### config.mk
export PLATFORM = sky130hd
export DESIGN_NAME = restoring_divider
export DESIGN_NICKNAME = d
export VERILOG_FILES = /design/src/rtl/arith_pkg.sv /design/src/rtl/fulladder.sv /design/src/rtl/ripple_subtractor.sv /design/src/rtl/restoring_divider.sv
export SDC_FILE = /design/constraint.sdc
export NUM_CORES = 1
export LEC_CHECK = 0
export ABC_AREA = 1
export ABC_CLOCK_PERIOD_IN_PS = 5470
export CAP_MARGIN = 20
export CORE_MARGIN = 1.5
export CORE_UTILIZATION = 56
export DETAILED_ROUTE_END_ITERATION = 8
export PLACE_DENSITY = 0.94
export SYNTH_ARGS = -nofsm -noshare
export SYNTH_HDL_FRONTEND = slang
export SYNTH_SLANG_ARGS = --single-unit
### constraint.sdc
create_clock -name clk -period 5.47 [get_ports clk]
set_input_delay 1.094 -clock clk [delete_from_list [all_inputs] [get_ports clk]]
set_output_delay 1.094 -clock clk [all_outputs]
set_load 0.01 [all_outputs]
### src/rtl/arith_pkg.sv
// Shared definitions for the arithmetic library: divider FSM states and
// width helpers.
package arith_pkg;

  typedef enum logic [1:0] {
    IDLE,
    CALC,
    DONE
  } div_state_t;

  // Sliced to the operand width by the user; covers widths up to 64 bits.
  localparam logic [63:0] DIV_ZERO_QUOTIENT = '1;

  function automatic int count_width(input int w);
    return (w > 2) ? $clog2(w) : 1;
  endfunction

endpackage

### src/rtl/fulladder.sv
// Single-bit full adder cell shared across the arithmetic library.
module fulladder (
  input  logic a,
  input  logic b,
  input  logic cin,
  output logic sum,
  output logic cout
);

  assign sum  = a ^ b ^ cin;
  assign cout = (a & b) | (cin & (a ^ b));

endmodule

### src/rtl/ripple_subtractor.sv
// N-bit subtractor a - b as a + ~b + 1 over a fulladder ripple chain.
// borrow_n_o is the final carry-out: 1 means the difference is non-negative.
module ripple_subtractor #(
  parameter int N = 5
) (
  input  logic [N-1:0] a_i,
  input  logic [N-1:0] b_i,
  output logic [N-1:0] diff_o,
  output logic         borrow_n_o
);

  logic [N:0]   carry;
  logic [N-1:0] b_inv;

  assign carry[0] = 1'b1;
  assign b_inv    = ~b_i;

  for (genvar i = 0; i < N; i++) begin : g_bit
    fulladder u_fa (
      .a   (a_i[i]),
      .b   (b_inv[i]),
      .cin (carry[i]),
      .sum (diff_o[i]),
      .cout(carry[i+1])
    );
  end

  assign borrow_n_o = carry[N];

endmodule

### src/rtl/restoring_divider.sv
// Sequential unsigned restoring divider, one quotient bit per clock,
// with a start/done handshake and divide-by-zero short cut.
module restoring_divider
  import arith_pkg::*;
#(
  parameter int W = 4
) (
  input  logic         clk,
  input  logic         rst_n,
  input  logic         start,
  input  logic [W-1:0] dividend,
  input  logic [W-1:0] divisor,
  output logic         busy,
  output logic         done,
  output logic [W-1:0] quotient,
  output logic [W-1:0] remainder,
  output logic         div_by_zero
);

  localparam int CW = count_width(W);

  div_state_t    state_q;
  logic [W-1:0]  r_q, q_q, divisor_q;
  logic [CW-1:0] cnt_q;
  logic          busy_q, done_q, dbz_q;
  logic [W-1:0]  quotient_q, remainder_q;

  logic [W:0]    trial, diff;
  logic          borrow_n;
  logic [W-1:0]  r_d, q_d;
  logic          diff_msb_unused;

  assign trial = {r_q, q_q[W-1]};

  ripple_subtractor #(.N(W + 1)) u_sub (
    .a_i       (trial),
    .b_i       ({1'b0, divisor_q}),
    .diff_o    (diff),
    .borrow_n_o(borrow_n)
  );

  // A kept difference is below the divisor, so its top bit is always zero.
  assign diff_msb_unused = diff[W];
  assign r_d = borrow_n ? diff[W-1:0] : trial[W-1:0];
  assign q_d = {q_q[W-2:0], borrow_n};

  always_ff @(posedge clk or negedge rst_n) begin
    if (!rst_n) begin
      state_q     <= IDLE;
      r_q         <= '0;
      q_q         <= '0;
      divisor_q   <= '0;
      cnt_q       <= '0;
      busy_q      <= 1'b0;
      done_q      <= 1'b0;
      dbz_q       <= 1'b0;
      quotient_q  <= '0;
      remainder_q <= '0;
    end else begin
      case (state_q)
        IDLE: begin
          if (start) begin
            if (divisor != '0) begin
              divisor_q <= divisor;
              r_q       <= '0;
              q_q       <= dividend;
              cnt_q     <= CW'(W - 1);
              busy_q    <= 1'b1;
              state_q   <= CALC;
            end else begin
              quotient_q  <= DIV_ZERO_QUOTIENT[W-1:0];
              remainder_q <= dividend;
              dbz_q       <= 1'b1;
              done_q      <= 1'b1;
              state_q     <= DONE;
            end
          end
        end
        CALC: begin
          r_q <= r_d;
          q_q <= q_d;
          if (cnt_q == '0) begin
            busy_q      <= 1'b0;
            done_q      <= 1'b1;
            quotient_q  <= q_d;
            remainder_q <= r_d;
            dbz_q       <= 1'b0;
            state_q     <= DONE;
          end else begin
            cnt_q <= cnt_q - 1'b1;
          end
        end
        DONE: begin
          done_q  <= 1'b0;
          state_q <= IDLE;
        end
        default: state_q <= IDLE;
      endcase
    end
  end

  assign busy        = busy_q;
  assign done        = done_q;
  assign quotient    = quotient_q;
  assign remainder   = remainder_q;
  assign div_by_zero = dbz_q;

endmodule

# Yosys cells after proc, flatten, opt, wreduce, memory -nomap -nowiden
# Cells that the tools add are included.
# op_classes
n_eq_ne	7
n_bitwise	24
n_addsub	1
n_reduce_logical	12
n_mux	32
# ops
operator	n
4-bit two-way mux	11
4-bit case mux with 2 select lines	4
4-bit AND reduction	4
2-bit two-way mux	6
2-bit inequality test (second input constant)	5
1-bit AND	9
2-bit case mux with 2 select lines	2
1-bit XOR	8
1-bit two-way mux	6
3-bit AND reduction	2
4-bit NOT with 5-bit output	1
1-bit OR	5
2-bit logical NOT	2
1-bit case mux with 2 select lines	2
4-bit nonzero test	1
1-bit case mux with 3 select lines	1
3-bit nonzero test	1
2-bit by 1-bit equality test with 1-bit output (second input constant)	1
2-bit equality test (second input constant)	1
2-bit AND reduction	1
2-bit nonzero test	1
2-bit by 1-bit subtractor with 2-bit output (second input constant)	1
1-bit NOT	1
# totals
in_bits	11
out_inout_bits	11
word_cells	86
regBits	27

# Longest topological paths before layout
# logic_depth
ltp_word	14
depth_mapped	13
mapped_depth_nobuf	13

# By module
# A second synthesis with hierarchy kept.
# unflattened
hier_cells	192
hier_area_um2	1642.8
# by_module_without_submodules
mod	area_per_inst_um2	seq_area_each_um2	cells_per_inst	n_inst
restoring_divider	1520.2	675.6	181	1
fulladder	20.0	0.0	1	5
ripple_subtractor	22.5	0.0	6	1

# Worst setup path before layout
# No wires, ideal clock.
# synth_timing
path_type	reg-to-reg
start	register q_q[3]
end	register r_q[0]
required_ns	5.405
slack_ns	3.209
period_less_slack_ns	2.261
path_stages_with_launch	13
t_arrival_ns	2.196
path_buffers	0
path_cell_list	dfrtp_1 > inv_1 > ha_1 > inv_1 > fa_1 > fa_1 > inv_1 > fa_1 > inv_1 > nor2_1 > nand3_1 > and2_1 > nand2_1
# synth_between
elab_chain_cells	12
word_cells_on_any_way	14
# synth_lines
item	line_no	rtl
from (decl)	restoring_divider.sv:23	logic [W-1:0] r_q, q_q, divisor_q;
from (signal assigned)	restoring_divider.sv:66	q_q <= dividend;
from (signal assigned)	restoring_divider.sv:81	q_q <= q_d;
1-bit AND or 1-bit XOR (tied branches)	fulladder.sv:11, fulladder.sv:10	
1-bit OR	fulladder.sv:11	assign cout = (a & b) | (cin & (a ^ b));
1-bit AND	fulladder.sv:11	
1-bit OR	fulladder.sv:11	
1-bit AND	fulladder.sv:11	
1-bit OR	fulladder.sv:11	
1-bit AND	fulladder.sv:11	
1-bit OR	fulladder.sv:11	
1-bit AND	fulladder.sv:11	
1-bit OR	fulladder.sv:11	
4-bit two-way mux *	restoring_divider.sv:44	assign r_d = borrow_n ? diff[W-1:0] : trial[W-1:0];
4-bit case mux with 2 select lines *	restoring_divider.sv:60	case (state_q)
to (signal assigned)	restoring_divider.sv:80	r_q <= r_d;
to (decl)	restoring_divider.sv:23	
# Every way passes the cells marked *; elsewhere a longest branch is shown, timed or not.
# A chain may end at the register's enable or synchronous reset.

# Final worst setup path
# Same ends and word-level chain as after synthesis.

==> impl_metrics.toml <==
[logic_synthesis]
synth_compound_area_share_pct = 4.056
synthCells = 176
synth_top_area_cell = "dfrtp_1"
synthTopCellsByCount = "nand2_1, dfrtp_1, inv_1, nand3_1, o21ai_0"
synth_fa_ha_area_share_pct = 5.996
synth_edf_count = 0
ys.flop_type = "dfrtp_1"
synth_simple_gate_area_share_pct = 33.86
synth_xor_xnor_area_share_pct = 0
synth-seq-cells = 27
synthArstFlopShare_pct = 100.0
synth_top_area_share_pct = 47.62
yosysWarnings = 0
synth_top_family_by_area = "simple AND/OR/NAND/NOR gates"
synth-seq-area-share_pct = 47.62
synthTopCellsByArea = "dfrtp_1, nand2_1, nand3_1, inv_1, fa_1"
ys_types = 18
synth_nets = 192
synth_mux_area_share_pct = 0
synth.most_common_cell = "nand2_1"
syn_area_um2 = 1419
syn_area_per_cell_um2 = 8.062

[global_route]
antenna_found_initial = 0
track_usage_pct = 24.01
grt_pass1_wl_um = 4871
grt_overflow = 0
grt_max_degree = 28
grt_pass1_vias = 1166

[clock_tree]
post_cts_resized = 0
cts_tree = "built"
cts-buffers-inserted = 3
cts.reportedPaths.clkPinSlew_ns = 0.15
clk_path_buf_depth = 2
insertion_delay_ns = 0.33
post_cts_buffers = 0
htree_levels = 1
root_buffer = "clkbuf_4"
cts.sinks = 27
hold_buffers = 0

[floorplan]
num_io_pins = 22
die-height_um = 53.34
dieArea_um2 = 2845
rows = 18
fp.coreArea_um2 = 2432
die_x_um = 53.34
start_util_pct = 58.33

[worst_setup_path]
critPathMaxStageDelay_ns = 0.43
start_kind = "flip-flop"
critPathKind = "reg -> reg"
cp.arrival_ns = 2.81
cp_cell_sequence = "inv_1 > ha_1 > inv_1 > fa_1 > fa_1 > inv_1 > fa_1 > inv_1 > nor2_1 > nand3_1 > and2_1 > nand2_1"
endpoint_kind = "flip-flop"
worst-path-max-fanout = 6
worst_ep_required_time_ns = 5.74
crit_top_cell = "inv_1"
cp_slowest_cell = "dfrtp_1"

[worst_hold_path]
hp-class = "reg -> reg"

[drt]
drtAntennaViolNets = 0
post_drt_wl_per_cell_um = 12.79
drt_iter0_markers = 43
dr.pass1.iters = 4
drt_drc_violations_left = 0
viasPerCell = 5.300
num_vias = 1219
wl_um = 2941

[power_and_ir_drop]
power_leakage_nw = 0.8876
power_density_nw_per_um2 = 598.9
ir_worst_vdd_mv = 0.3545

[timing]
tightestPinTransition_ns = 0.4376
finalHoldViolations = 0
slew_viol_final = 0
fin_crit_ns = 2.545
rsz0062_at_grt = "false"
slew-limit-headroom_pct = 70.74
skew_ns = 0.01798
tns_ns = 0
setup_viol = 0
final.period_utilization_pct = 46.52
fmax_ghz = 0.3930

[final_layout]
nNetsFinal = 217
antenna_cells = 0
postLayoutCoreUtil_pct = 69.14
synthToLayoutAreaGrowth_pct = 18.52
drive_gt1_share_pct = 8.500

[placed_design]
dp_hpwl_um = 2248
gp_congestion = 0.8310
portBuffers = 21

[status]
outcome = "finished clean"

[run]
drv_cap = 0
[through the flow]
step	hold slack, ns	power [mW]	std cells	setup WS [ns]	area [µm²]
floorplan	0.4553	0.7449	176	3.209	1419
global placement	0.4527	0.8901	226	3.039	1655
detailed placement	0.4649	0.9242	226	2.982	1655
CTS	0.4991	1.008	230	2.934	1682
global route	0.5205	1.106	230	2.674	1682
finish	0.4953	1.007	230	2.925	1682
[metal layers]
| layer | GRT usage (%) | wire length (µm) |
|---|---|---|
| met2 | 40.53 | 1467 |
| met4 | 12.82 | 46 |
| met5 | 0 | 0 |
| met1 | 29.06 | 1280 |
| met3 | 3.672 | 146 |
[report_power, final]
part | switching [mW] | internal, mW | total [mW]
Combinational | 0.335 | 0.226 | 0.560
Sequential | 0.0645 | 0.294 | 0.359
Clock | 0.0593 | 0.0286 | 0.0879
Total | 0.458 | 0.549 | 1.01
[worst paths after layout]
| check | from | end | slack [ns] | cells past startpoint |
|---|---|---|---|---|
| min reg2reg | done | done | 0.50 | 2 |
| max reg2reg | q_q[3] | r_q[0] | 2.93 | 12 |
| max | q_q[3] | r_q[0] | 2.93 | 12 |
| min | done | done | 0.50 | 2 |
| min in group asynchronous | rst_n | remainder[0] | 1.10 | 2 |
| max in group asynchronous | rst_n | cnt_q[0] | 4.10 | 2 |
[cells in the final DEF (no fill, tap or decap), drive strengths merged]
master         instances
nand2                 68
nand3                 24
o21ai                 10
dfrtp                 27
inv                   27
nand3b                 1
ha                     2
nor2                   7
clkbuf                 4
o21bai                 1
fa                     3
clkdlybuf4s50         21
and2                   4
buf                    1
[cell families (layout without fill, tap and decap cells)]
kind of cell	Yosys count	count (layout)
AOI/OAI and AO/OA	11	11
and+or+nand+nor	104	104
buffers and inverters	29	53
DFF	27	27
adders and majority gates	5	5
[cell type report]
type | count | area [µm²]
Fill cell | 187 | 750.7
Sequential cell | 27 | 675.6
Multi-Input combinational cell | 120 | 623.1
Timing Repair Buffer | 22 | 217.7
Inverter | 27 | 101.3
Tap cell | 30 | 37.54
Clock buffer | 4 | 26.28
[sequential cells by signal (all words and copies together) (netlist names)]
name         cells
divisor_q        4
q_q              4
quotient         4
r_q              4
remainder        4
cnt_q            2
state_q          2
busy             1
div_by_zero      1
done             1
[worst max-delay path: cells and delay by family, from the launching register on]
| kind | cells | cell delay [ns] |
|---|---|---|
| adders and majority gates | 4 | 1.13 |
| and+or+nand+nor | 4 | 0.69 |
| DFF | 1 | 0.43 |
| buffers and inverters | 4 | 0.25 |
No activity file was read; power rests on OpenSTA's default activity.
